$ cat src/rtl/ws281x_bit_gen.sv
// ws281x_bit_gen: WS281x serial waveform stage.
// Each accepted bit is driven as a high phase of TnH cycles, followed by low until the
// TnS-cycle period ends. Back-to-back bits have no gap between them.
// Optional feature macro: RST_CODE_EN. When it is defined, a frame-final bit is followed
// by a RST_CYCLES-long low latch period. When it is undefined, frm_end_i is ignored.
module ws281x_bit_gen #(
    parameter int RST_CNT_W  = 16,
    parameter int RST_CYCLES = 24000
) (
    input  logic       clk_i,
    input  logic       rst_n_i,
    input  logic       bit_vld_i,
    input  logic       bit_data_i,
    input  logic       frm_end_i,
    output logic       bit_rdy_o,
    input  logic [7:0] t0h_cnt_i,
    input  logic [7:0] t0s_cnt_i,
    input  logic [7:0] t1h_cnt_i,
    input  logic [7:0] t1s_cnt_i,
    output logic       busy_o,
    output logic       bit_code_o
);

    typedef enum logic [1:0] {
        ST_IDLE  = 2'd0,
        ST_BIT   = 2'd1,
        ST_LATCH = 2'd2
    } state_t;

    // Reject a latch length that the latch counter cannot represent.
    if (RST_CYCLES < 1 || RST_CYCLES >= (1 << RST_CNT_W)) begin : g_bad_cfg
        $error("ws281x_bit_gen: RST_CYCLES must be in 1 .. 2**RST_CNT_W-1");
    end

    state_t     r_state;
    logic [7:0] r_cnt;
    logic [7:0] r_th;
    logic [7:0] r_ts;
    logic       r_code;
    logic       r_busy;

    logic [7:0] w_ts_eff;
    logic [7:0] w_cnt_nxt;
    logic [7:0] w_new_th;
    logic [7:0] w_new_ts;
    logic       w_bit_last;
    logic       w_rdy;
    logic       w_accept;

    // NOTE: decode is built from continuous assigns; every signal has exactly one
    // unconditional driver, so no latch can be inferred.
    // A zero period is treated as a one-cycle bit.
    assign w_ts_eff   = (r_ts == 8'd0) ? 8'd1 : r_ts;
    assign w_cnt_nxt  = r_cnt + 8'd1;
    assign w_bit_last = (r_state == ST_BIT) && (r_cnt == w_ts_eff - 8'd1);
    assign w_rdy      = (r_state == ST_IDLE) || w_bit_last;
    assign w_accept   = bit_vld_i && w_rdy;
    assign w_new_th   = bit_data_i ? t1h_cnt_i : t0h_cnt_i;
    assign w_new_ts   = bit_data_i ? t1s_cnt_i : t0s_cnt_i;

    assign bit_rdy_o  = w_rdy;
    assign busy_o     = r_busy;
    assign bit_code_o = r_code;

`ifdef RST_CODE_EN
    localparam logic [RST_CNT_W-1:0] LC_LAST = RST_CNT_W'(RST_CYCLES - 1);
    localparam logic [RST_CNT_W-1:0] LC_ONE  = RST_CNT_W'(1);

    logic                 r_last;
    logic [RST_CNT_W-1:0] r_lcnt;
`endif

    // FSM: bit timing, latch period and the registered line/busy outputs.
    // NOTE: sequential state uses non-blocking assignments only, so every register
    // samples pre-edge values regardless of statement order.
    always_ff @(posedge clk_i or negedge rst_n_i) begin
        if (!rst_n_i) begin
            r_state <= ST_IDLE;
            r_cnt   <= 8'd0;
            r_th    <= 8'd0;
            r_ts    <= 8'd0;
            r_code  <= 1'b0;
            r_busy  <= 1'b0;
`ifdef RST_CODE_EN
            r_last  <= 1'b0;
            r_lcnt  <= '0;
`endif
        end else if (w_accept) begin
            // Snapshot the timing so that later config changes cannot disturb this bit.
            r_state <= ST_BIT;
            r_cnt   <= 8'd0;
            r_th    <= w_new_th;
            r_ts    <= w_new_ts;
            r_code  <= (w_new_th != 8'd0);
            r_busy  <= 1'b1;
`ifdef RST_CODE_EN
            r_last  <= frm_end_i;
`endif
        end else begin
            case (r_state)
                ST_IDLE: begin
                    r_code <= 1'b0;
                    r_busy <= 1'b0;
                end
                ST_BIT: begin
                    if (w_bit_last) begin
                        r_cnt  <= 8'd0;
                        r_code <= 1'b0;
`ifdef RST_CODE_EN
                        if (r_last) begin
                            r_state <= ST_LATCH;
                            r_lcnt  <= '0;
                            r_busy  <= 1'b1;
                        end else begin
                            r_state <= ST_IDLE;
                            r_busy  <= 1'b0;
                        end
`else
                        r_state <= ST_IDLE;
                        r_busy  <= 1'b0;
`endif
                    end else begin
                        r_cnt  <= w_cnt_nxt;
                        r_code <= (w_cnt_nxt < r_th);
                    end
                end
                ST_LATCH: begin
`ifdef RST_CODE_EN
                    r_code <= 1'b0;
                    if (r_lcnt == LC_LAST) begin
                        r_state <= ST_IDLE;
                        r_busy  <= 1'b0;
                    end else begin
                        r_lcnt <= r_lcnt + LC_ONE;
                    end
`else
                    r_state <= ST_IDLE;
                    r_code  <= 1'b0;
                    r_busy  <= 1'b0;
`endif
                end
                default: begin
                    r_state <= ST_IDLE;
                    r_code  <= 1'b0;
                    r_busy  <= 1'b0;
                end
            endcase
        end
    end

endmodule

$ cat config.mk
export PLATFORM = sky130hd
export DESIGN_NAME = ws281x_bit_gen
export DESIGN_NICKNAME = d
export VERILOG_FILES = /design/src/rtl/ws281x_bit_gen.sv
export SDC_FILE = /design/constraint.sdc
export NUM_CORES = 1
export LEC_CHECK = 0
export ABC_AREA = 1
export CAP_MARGIN = 0
export CORE_MARGIN = 3
export CORE_UTILIZATION = 50
export DETAILED_ROUTE_END_ITERATION = 8
export PLACE_DENSITY_LB_ADDON = 0.3
export SLEW_MARGIN = 20
export SYNTH_ARGS = -nofsm -noshare
export SYNTH_HDL_FRONTEND = slang
export SYNTH_SLANG_ARGS = --single-unit
$ cat constraint.sdc
create_clock -name clk_i -period 7 [get_ports clk_i]
set_clock_uncertainty 0.2 [all_clocks]
set_input_delay 1.4 -clock clk_i [delete_from_list [all_inputs] [get_ports clk_i]]
set_output_delay 1.4 -clock clk_i [all_outputs]
set_load 0.05 [all_outputs]
; After elaboration in Yosys (flattened, before gate mapping)
; Cells that the tools add are included.
[classes]
addsub = 2
eq_ne = 4
magnitude_cmp = 1
reduce_logical = 8
mux = 15
[ops]
columns = op, n
row1 = 2-to-1 mux 8 bit, 6
row2 = "adder 8 x 1 -> 8 bit, second input constant", 1
row3 = == test 8 bit, 1
row4 = zero test 8 bit, 1
row5 = less-than comparator 8 bit, 1
row6 = nonzero test 8 bit, 1
row7 = "subtractor 8 x 1 -> 8 bit, second input constant", 1
row8 = 2-to-1 mux 1 bit, 6
row9 = 2-to-1 mux 2 bit, 2
row10 = one-hot mux 2 bit (2 select lines), 1
row11 = "!= test 3 bit, second input constant", 1
row12 = "== test 2 x 1 -> 1 bit, second input constant", 1
row13 = logical AND 1 bit, 2
row14 = zero test 2 bit, 1
row15 = "!= test 2 bit, second input constant", 1
row16 = AND reduction 2 bit, 1
row17 = nonzero test 2 bit, 1
row18 = logical OR 1 bit, 1
[totals]
inputBits = 37
wordCells = 36
output_inout_bits = 3
ff_bits = 28

; Logic depth before layout (Yosys ltp)
; Gate-level depths: netlist (run 1).
[depth]
word_depth = 9
mapped_depth = 20
ltp_nobuf = 19

; Worst setup path before layout (run 1)
; No wires, ideal clock.
[synth_timing]
path_kind = register to output
from = reg r_ts[3]
to = out bit_rdy_o
t_arrival_ps = 1956
stages_incl_launch_ff = 17
path_buffers = 1
slack_ps = 3444
required_ps = 5400
path_cell_list = dfrtp_1 inv_2 nand2_2 nor2_4 nand2_4 nand2_2 inv_1 ha_1 inv_1 nand2_1 nand2_1 xor2_1 nand3_1 nor2_4 nand2_4 nand2_8 buf_6
[synth_between]
elab_chain_len = 6
[synth_lines]
columns = item, line
row1 = from (decl), 38  ; logic [7:0] r_ts;
row2 = from (signal assigned), 93  ; r_ts <= w_new_ts;
row3 = zero test 8 bit, 53  ; assign w_ts_eff = (r_ts == 8'd0) ? 8'd1 : r_ts;
row4 = 2-to-1 mux 8 bit *, 53
row5 = subtractor 8 x 1 -> 8 bit *, 55  ; assign w_bit_last = (r_state == ST_BIT) && (r_cnt == w_ts_eff - 8'd1);
row6 = == test 8 bit *, 55
row7 = logical AND 1 bit *, 55
row8 = logical OR 1 bit *, 56  ; assign w_rdy = (r_state == ST_IDLE) || w_bit_last;
row9 = to (decl), 15  ; output logic bit_rdy_o,
; Every way passes the cells marked *; elsewhere a longest branch is shown, timed or not.

; Final worst setup path (run 1)
; Ends and elaborated chain as after synthesis.

==> flow_summary_export.csv, run 1 <==
group,metric,value,unit
timing,fmax,0.209,GHz
synthesis,syn_area,2020,um2
global_routing,grt_pass1_vias,1672,
cts,cts_tree,"yes",
hold_path,holdPathEnd,"r_th[0]$_DFFE_PN0N_",
cts,cts_setup_buffers,0,
worst_setup_path,arrival,3.18,ns
pwr,cellLeakagePower,1.20,nW
timing,finalSetupViolCount,0,
drt,wl_per_cell,11.9,um
finish,layout_commonest_cell,"nand2_1",
die,ios,40,
drt,drtPass1Iterations,4,
cts,cts-root-buf,"clkbuf_8",
global_routing,track_usage,17.9,%
die,row_count,22,
hold_path,whs_path_depth,2,
die,initial_core_util,53.6,%
drt,drc,0,
synthesis,synth_top_family_by_area,"simple AND/OR/NAND/NOR gates",
finish,stdcell_count,336,
synthesis,ys.warnings.count,0,
drt,via_count,1703,
worst_setup_path,slowest_delay,0.84,ns
worst_setup_path,cp_max_fo,23,
synthesis,synthFlopType,"dfrtp_1",
synthesis,synth_enable_flop_cells,0,
die,core,3770,um2
global_routing,grt_pass1_wl,7190,um
drt,routed_wl,4000,um
cts,cts_buffer_depth,2,
synthesis,yosys.area_share.simple,32.4,%
hold_path,min_from,"r_th[0]$_DFFE_PN0N_",
synthesis,syn_avg_cell_area,7.99,um2
synthesis,netlist.area_leader.share,33.4,%
synthesis,ys_seq_area_share,33.4,%
cts,cts_max_level,1,
worst_setup_path,required,5.40,ns
synthesis,synth-compound-area-share,4.21,%
finish,syn_to_final_growth,21.5,%
worst_setup_path,path_buf_inv,4,
worst_setup_path,cp_num_cells,16,
worst_setup_path,reg2reg_depth,18,
worst_setup_path,timing.rr.start,"r_ts[3]$_DFFE_PN0N_",
placement,dp.cells,332,
timing,hold_violations,0,
finish,drive_gt1_share,17.0,%
cts,cts.sinks,27,
synthesis,syn_inst,253,
global_routing,grt_max_degree,28,
cts,post_cts_resized,0,
timing,min_period,4.78,ns
timing,rsz0062_at_grt,"no",
finish,diodes,0,
finish,fin_nets,335,
synthesis,synth-seq-cells,27,
pwr,powerDensity,558,nW/um2
synthesis,synth_cell_types,29,
worst_setup_path,end_kind,"primary output",
cts,ctsHoldBuffers,0,
timing,fin_tns_setup,0,ns
flow_run,maxCapViolCount,0,
timing,slew_headroom,40.7,%
cts,clk_pin_slew_worst_paths,0.09,ns
worst_setup_path,r2r_setup_slack,4.31,ns
timing,whs,0.283,ns
timing,final_max_slew_viol_count,0,
finish,utilization,65.2,%
worst_setup_path,crit_slowest_cell,"clkdlybuf4s50_1",
global_routing,grt.overflow.total,0,
finish,mostFrequentLayoutCells,"nand2_1 (55), clkdlybuf4s50_1 (38), inv_1 (33)",
run_status,outcome,"completed",
worst_setup_path,critPathLaunchType,"register",
synthesis,synthXorXnorAreaFrac,5.63,%
timing,worst_pin_slew,0.887,ns
global_routing,antenna_found_initial,0,
finish,fill_cells,316,
worst_setup_path,cp_cell_sequence,"inv_2 -> nand2_2 -> nor2_4 -> nand2_4 -> nand2_2 -> inv_1 -> ha_1 -> inv_1 -> nand2_1 -> nand2_1 -> xor2_1 -> nand3_1 -> nor2_4 -> nand2_4 -> nand2_8 -> clkdlybuf4s50_1",
synthesis,yosys.area.top_type,"dfrtp_1",
placement,port_buffers,38,
placement,hpwl,3170,um
cts,insertion_delay,0.27,ns
worst_setup_path,critPathKind,"register to primary output",
die,fp.dieW,69.6,um
drt,drt_iter0_markers,80,
drt,antenna_left,0,
synthesis,async_flop_share,100,%
pwr,irDropWorstVdd,236,uV
synthesis,synth_area_leaders,"dfrtp_1 (33%), nand2_1 (10%), mux2_2 (7.8%)",
drt,via_per_inst,5.07,
timing,fin_crit_sh,68.2,%
worst_setup_path,cp_top_family,"buffers and inverters",
synthesis,synth_fa_ha_area_share,5.57,%
synthesis,synth_mux_area_share,8.79,%
cts,numCtsBuffers,3,
die,die_h,69.6,um
hold_path,hp-class,"register to register",
worst_setup_path,r2r_end,"r_ts[4]$_DFFE_PN0N_",
placement,place.gp.congestion,0.833,
die,die_area,4840,um2
synthesis,synth_nets,299,
-- how the worst max path moves through the flow --
stage	to	slack, ns	from
finish	bit_rdy_o	2.22	r_ts[3]$_DFFE_PN0N_
global route	bit_rdy_o	2.03	r_ts[7]$_DFFE_PN0N_
CTS	bit_rdy_o	2.23	r_ts[3]$_DFFE_PN0N_
detailed placement	bit_rdy_o	2.54	r_ts[3]$_DFFE_PN0N_
global placement	bit_rdy_o	2.57	r_ts[3]$_DFFE_PN0N_
floorplan	bit_rdy_o	3.44	r_ts[3]$_DFFE_PN0N_
-- registers in the layout, summed over array words and instances, names as in the netlist --
name	flops
busy_o	1
r_state	1
r_cnt	8
r_ts	8
bit_code_o	1
r_th	8
-- cell usage after synthesis (4+ instances only) --
library cell and n:
mux2_2 14, inv_2 5, a21oi_1 6, nand2_2 13
o21ai_0 4, nand2_1 55, nor2_1 9, xor2_1 10
ha_1 9, inv_1 33, dfrtp_1 27, nand3_1 31
-- final cells by class --
type / instances / area (um2) / area share [%]
well taps: 48 / 60.1 / 2.44
multi-input cells: 180 / 1140 / 46.6
clock inverters: 1 / 5.00 / 0.204
repair buffers: 39 / 388 / 15.8
inverters: 38 / 143 / 5.80
flip-flops and latches: 27 / 676 / 27.5
clock buffers: 3 / 41.3 / 1.68
-- logic make-up after synthesis --
logic type / count (synthesis)
simple gates: 127
buf+inv: 46
flops: 27
mux: 16
compound gates: 15
xor+xnor: 13
fa+ha+maj: 9
-- stage by stage --
stage / instance area [um2] / total power [mW] / worst slack (ns)
after floorplan: 2020 / 1.12 / 3.44
final: 2460 / 1.37 / 2.22
after global routing: 2460 / 1.53 / 2.03
after detailed placement: 2410 / 1.29 / 2.54
after global placement: 2410 / 1.25 / 2.57
after CTS: 2460 / 1.38 / 2.23
-- tightest hold or removal path, cell delays in order (launching register included) --
cell and delay [ns]:
dfrtp_1 0.36, nand2_1 0.05, nand2_1 0.05
-- power by group --
group | internal [mW] | switching, mW | total, mW
Combinational | 0.392 | 0.585 | 0.977
Sequential | 0.229 | 0.0767 | 0.305
Clock | 0.0399 | 0.0495 | 0.0895
Total | 0.661 | 0.711 | 1.37
-- routing by layer --
layer / track usage [%] / vias up / share of wire (%)
li1: - / 884 / -
met1: 22.3 / 781 / 45
met2: 32.5 / 33 / 50
met3: 2.03 / 5 / 3.6
met4: 4.56 / 0 / 1.0
met5: 0 / - / 0
Power figures use the tool's default switching activity.
==> run 2, diff against run 1 <==
Settings changed: CORE_UTILIZATION 50 to 47.
Clock period 7 ns to 4.2 ns, I/O delays scaled along.
==> run 2 against run 1 <==
Count of clock-buffer cells in the layout rose by 1. Largest cell class unchanged. Critical path depth did not move. First-iteration DRC count rose by 14%. Register-to-register slack got worse by 2.8 ns. Critical endpoint unchanged.
==> flow_summary_export.csv, run 2 (synthesized netlist as in run 1, its figures left out) <==
group,metric,value,unit
timing,min_period,3.62,ns
drt,via_per_inst,5.04,
finish,layout_commonest_cell,"nand2_1",
timing,fin_crit_sh,86.2,%
hold_path,hp-class,"register to register",
worst_setup_path,cp_cell_sequence,"inv_2 -> nand2_1 -> nor2_2 -> nand2_4 -> nand2_2 -> inv_1 -> ha_1 -> inv_1 -> nand2_1 -> nand2_1 -> xor2_1 -> nand3_1 -> nor2_4 -> nand2_4 -> nand2_8 -> buf_4",
cts,clk_pin_slew_worst_paths,0.09,ns
timing,worst_pin_slew,0.705,ns
worst_setup_path,slowest_delay,0.44,ns
finish,diodes,0,
drt,drt_iter0_markers,91,
drt,routed_wl,4230,um
timing,setup_slack,0.579,ns
die,fp.dieW,71.6,um
cts,cts_setup_buffers,0,
placement,dpl_cell_area,2420,um2
worst_setup_path,required,3.16,ns
timing,fin_tns_setup,0,ns
timing,finalSetupViolCount,0,
worst_setup_path,end_kind,"primary output",
global_routing,track_usage,17.9,%
timing,slew_headroom,52.9,%
cts,post_cts_resized,0,
global_routing,met3_usage,2.38,%
worst_setup_path,path_buf_inv,4,
finish,drive_gt1_share,17.3,%
cts,cts_buffer_depth,2,
placement,hpwl,3270,um
global_routing,grt.overflow.total,0,
finish,finalInstanceArea,2460,um2
global_routing,antenna_found_initial,0,
drt,wl_per_cell,12.5,um
cts,insertion_delay,0.28,ns
worst_setup_path,crit_slowest_cell,"dfrtp_1",
die,ios,40,
placement,pre_cts_slack,0.885,ns
global_routing,busiest_layer,"met2",
cts,cts.sinks,27,
pwr,powerDensity,930,nW/um2
worst_setup_path,critPathKind,"register to primary output",
global_routing,grt_pass1_wl,7330,um
die,die_area,5130,um2
finish,mostFrequentLayoutCells,"nand2_1 (55), clkdlybuf4s50_1 (37), inv_1 (33)",
timing,rsz0062_at_grt,"no",
placement,place.gp.congestion,0.830,
cts,cts_tree,"yes",
cts,cts_max_level,1,
timing,hold_violations,0,
global_routing,grt_use_met1,22.3,%
cts,ctsHoldBuffers,0,
timing,fmax,0.276,GHz
finish,fill_cells,372,
finish,top_regs,"r_cnt (8), r_th (8), r_ts (8)",
die,row_count,23,
finish,fin_nets,336,
drt,drc,0,
cts,numCtsBuffers,3,
die,initial_core_util,49.5,%
drt,antenna_left,0,
die,core,4090,um2
die,die_h,71.6,um
run_status,outcome,"completed",
global_routing,grt_use_met2,32.3,%
global_routing,grt_max_degree,28,
worst_setup_path,arrival,2.58,ns
pwr,total_power,2.29,mW
drt,drtPass1Iterations,4,
global_routing,grt_pass1_vias,1614,
timing,final_max_slew_viol_count,0,
drt,via_count,1709,
pwr,irDropWorstVdd,374,uV
worst_setup_path,critPathLaunchType,"register",
placement,port_buffers,38,
pwr,cellLeakagePower,1.20,nW
worst_setup_path,cp_max_fo,23,
flow_run,maxCapViolCount,0,
worst_setup_path,crit_top_cell,"nand2_1",
timing,whs,0.281,ns
finish,syn_to_final_growth,21.8,%
worst_setup_path,cp_top_family,"simple AND/OR/NAND/NOR gates",
cts,cts-root-buf,"clkbuf_8",
-- run 2: cell count changes in the layout (fill, tap and decap cells not counted), sizes merged --
| cell | change |
|---|---|
| clkbuf | +1 |
| clkdlybuf4s50 | -1 |
| clkinv | -1 |
| buf | +2 |
-- run 2: layout make-up --
type	count	area, um2	share of cell area (%)
multi-input combinational	180	1140	46.5
clock buffer	4	45.0	1.83
timing repair buffer	40	393	15.9
tap	50	62.6	2.54
inverter	38	143	5.79
sequential	27	676	27.4
-- run 2: per-stage QoR --
| step | std cells | util, % |
|---|---|---|
| after floorplan | 253 | - |
| after CTS | 339 | 60.3 |
| after global placement | 335 | 59.2 |
| after detailed placement | 335 | 59.2 |
| final | 339 | 60.3 |
| after global routing | 339 | 60.3 |
-- run 2: routing by layer --
layer	vias to the layer above	routed length [um]	part of all wire (%)
li1	884	-	-
met1	783	1920	45
met2	37	2120	50
met3	5	143	3.4
met4	0	51	1.2
met5	-	0	0
-- run 2: path summary, 6_finish.rpt --
path,start,endpoint,slack [ns],cells after the start
worst max-delay path,r_ts[6]$_DFFE_PN0N_,bit_rdy_o,0.58,16
worst min-delay path,r_th[0]$_DFFE_PN0N_,r_th[0]$_DFFE_PN0N_,0.28,2
worst max register to register,r_cnt[0]$_DFFE_PN0P_,bit_code_o$_DFF_PN0_,1.48,12
worst min register to register,r_th[0]$_DFFE_PN0N_,r_th[0]$_DFFE_PN0N_,0.28,2
max in group asynchronous,rst_n_i,r_ts[4]$_DFFE_PN0N_,2.80,2
min in group asynchronous,rst_n_i,r_cnt[5]$_DFFE_PN0P_,0.73,2
-- run 2: where the power goes --
part           leakage (nW)  total [mW]  internal (mW)  switching (mW)
Clock                0.0228       0.152         0.0682          0.0841
Sequential            0.347       0.510          0.381           0.129
Combinational         0.830        1.63          0.649           0.979
Total                  1.20        2.29           1.10            1.19
-- run 2: worst register-to-register path, cell delays in order (launching register included) --
cell	delay, ns
dfrtp_1	0.40
inv_1	0.09
nor3_1	0.35
nand3_1	0.19
nor3b_1	0.29
xor2_1	0.21
inv_1	0.07
ha_1	0.29
a21oi_1	0.14
o21ai_0	0.10
a21oi_1	0.14
nand3_1	0.10
nand2_1	0.09
==> run 3, diff against run 2 <==
Settings changed: ABC_CLOCK_PERIOD_IN_PS from default to 4000, CORE_UTILIZATION 47 to 50.
Clock period 4.2 ns to 4 ns, I/O delays scaled along.
==> run 3 against run 2 <==
Power increased by 6.1%. Critical path depth unchanged. Via count increased by 0.76%. Sequential share of layout area about the same. Hold slack improved by 0.00094 ns. Sequential power increased by 4.3%. Register-to-register slack got worse by 0.17 ns. Worst setup slack got worse by 0.18 ns. Largest power group unchanged.
==> flow_summary_export.csv, run 3 (synthesized netlist as in run 1, its figures left out) <==
group,metric,value,unit
run_status,outcome,"completed",
finish,ff_latch_area,676,um2
placement,hpwl,3250,um
placement,place.gp.congestion,0.841,
worst_setup_path,cp_top_family,"simple AND/OR/NAND/NOR gates",
worst_setup_path,arrival,2.60,ns
finish,fin_nets,336,
global_routing,grt_pass1_wl,7440,um
finish,top_regs,"r_cnt (8), r_th (8), r_ts (8)",
die,ios,40,
hold_path,whs_path_depth,2,
hold_path,min_from,"r_th[0]$_DFFE_PN0N_",
pwr,irDropWorstVdd,412,uV
drt,drtPass1Iterations,4,
worst_setup_path,end_kind,"primary output",
cts,cts_max_level,1,
cts,numCtsBuffers,3,
finish,stdcell_count,337,
finish,multi_input_area,1140,um2
die,core,3770,um2
drt,drc,0,
die,die_h,69.6,um
placement,port_buffers,38,
drt,wl_per_cell,12.1,um
drt,antenna_left,0,
die,initial_core_util,53.6,%
cts,cts-root-buf,"clkbuf_8",
global_routing,grt_max_degree,28,
pwr,total_power,2.43,mW
timing,finalSetupViolCount,0,
hold_path,hp-class,"register to register",
pwr,switching_share,52.1,%
cts,clk_pin_slew_worst_paths,0.09,ns
finish,syn_to_final_growth,21.7,%
global_routing,grt.overflow.total,0,
placement,dp.cells,333,
pwr,power.share.sequential,21.9,%
global_routing,track_usage,18.6,%
die,die_area,4840,um2
cts,cts.sinks,27,
timing,final_max_slew_viol_count,0,
cts,cts_tree,"yes",
cts,insertion_delay,0.27,ns
cts,cts_setup_buffers,0,
timing,fmax,0.278,GHz
worst_setup_path,reg2reg_depth,18,
finish,fill_cells,310,
worst_setup_path,r2r_setup_slack,1.31,ns
worst_setup_path,critPathLaunchType,"register",
worst_setup_path,required,3.00,ns
timing,min_period,3.60,ns
timing,hold_violations,0,
worst_setup_path,slowest_delay,0.46,ns
worst_setup_path,crit_slowest_cell,"dfrtp_1",
worst_setup_path,timing.rr.start,"r_ts[3]$_DFFE_PN0N_",
timing,slew_headroom,52.9,%
flow_run,maxCapViolCount,0,
pwr,powerDensity,987,nW/um2
drt,drt_iter0_markers,72,
finish,mostFrequentLayoutCells,"nand2_1 (55), clkdlybuf4s50_1 (37), inv_1 (33)",
timing,fin_crit_sh,90.0,%
pwr,cellLeakagePower,1.20,nW
drt,routed_wl,4090,um
cts,post_cts_resized,0,
cts,cts_buffer_depth,2,
worst_setup_path,cp_cell_sequence,"inv_2 -> nand2_2 -> nor2_4 -> nand2_4 -> nand2_2 -> inv_1 -> ha_1 -> inv_1 -> nand2_1 -> nand2_1 -> xor2_1 -> nand3_1 -> nor2_4 -> nand2_4 -> nand2_8 -> buf_4",
die,fp.dieW,69.6,um
finish,drive_gt1_share,17.3,%
pwr,p_clk_share,6.4,%
worst_setup_path,critPathKind,"register to primary output",
timing,fin_tns_setup,0,ns
finish,diodes,0,
cts,ctsHoldBuffers,0,
worst_setup_path,cp_max_fo,23,
hold_path,holdPathEnd,"r_th[0]$_DFFE_PN0N_",
pwr,p_int,1.16,mW
timing,rsz0062_at_grt,"no",
drt,via_per_inst,5.11,
die,row_count,22,
timing,worst_pin_slew,0.705,ns
pwr,netSwitchingPower,1.27,mW
global_routing,grt_pass1_vias,1684,
global_routing,antenna_found_initial,0,
finish,layout_commonest_cell,"nand2_1",
worst_setup_path,path_buf_inv,4,
drt,via_count,1722,
worst_setup_path,r2r_end,"r_ts[5]$_DFFE_PN0N_",
pwr,pwr-share-comb,71.7,%
## run 3: cell counts in the layout (fill, tap and decap cells not counted)
No cell type changed its count.
## run 3: worst max-delay path by stage
stage	slack (ns)	end	cells after the start	start
final	0.40	bit_rdy_o	16	r_ts[3]$_DFFE_PN0N_
after global routing	0.16	bit_rdy_o	16	r_ts[3]$_DFFE_PN0N_
after CTS	0.38	bit_rdy_o	16	r_ts[3]$_DFFE_PN0N_
after detailed placement	0.69	bit_rdy_o	16	r_ts[3]$_DFFE_PN0N_
after global placement	0.77	bit_rdy_o	16	r_ts[3]$_DFFE_PN0N_
after floorplan	1.04	bit_rdy_o	16	r_ts[3]$_DFFE_PN0N_
## run 3: per-stage QoR
step / cell area (um2) / worst slack (ns) / utilization (%) / hold slack (ns)
final: 2460 / 0.399 / 65.3 / 0.282
after global routing: 2460 / 0.159 / 65.3 / 0.300
after CTS: 2460 / 0.383 / 65.3 / 0.285
after detailed placement: 2420 / 0.688 / 64.1 / 0.263
after global placement: 2420 / 0.772 / 64.1 / 0.260
after floorplan: 2020 / 1.04 / - / 0.242
## run 3: routing by layer
| layer | share of wire, % | track usage [%] | vias to the layer above |
|---|---|---|---|
| li1 | - | - | 883 |
| met1 | 42 | 23.7 | 791 |
| met2 | 52 | 32.0 | 40 |
| met3 | 4.1 | 2.75 | 8 |
| met4 | 2.0 | 6.29 | 0 |
| met5 | 0 | 0 | - |
## run 3: worst min-delay path, cell delays in order (launching register included)
cell and delay [ns]:
dfrtp_1 0.36, nand2_1 0.05, nand2_1 0.05
## run 3: area by class of cell
cell class | count | area share (%)
tap | 48 | 2.44
inverter | 38 | 5.80
timing repair buffer | 40 | 16.0
multi-input combinational | 180 | 46.5
clock buffer | 4 | 1.83
sequential | 27 | 27.5
## run 3: power by group through the flow
stage | clock [mW] | combinational, mW | sequential [mW]
6_report | 0.154 | 1.74 | 0.532
5_1_grt | 0.165 | 2.01 | 0.553
4_1_cts | 0.158 | 1.77 | 0.533
3_5_place_dp | 0 | 1.75 | 0.538
3_3_place_gp | 0 | 1.66 | 0.536
2_1_floorplan | 0 | 1.44 | 0.514
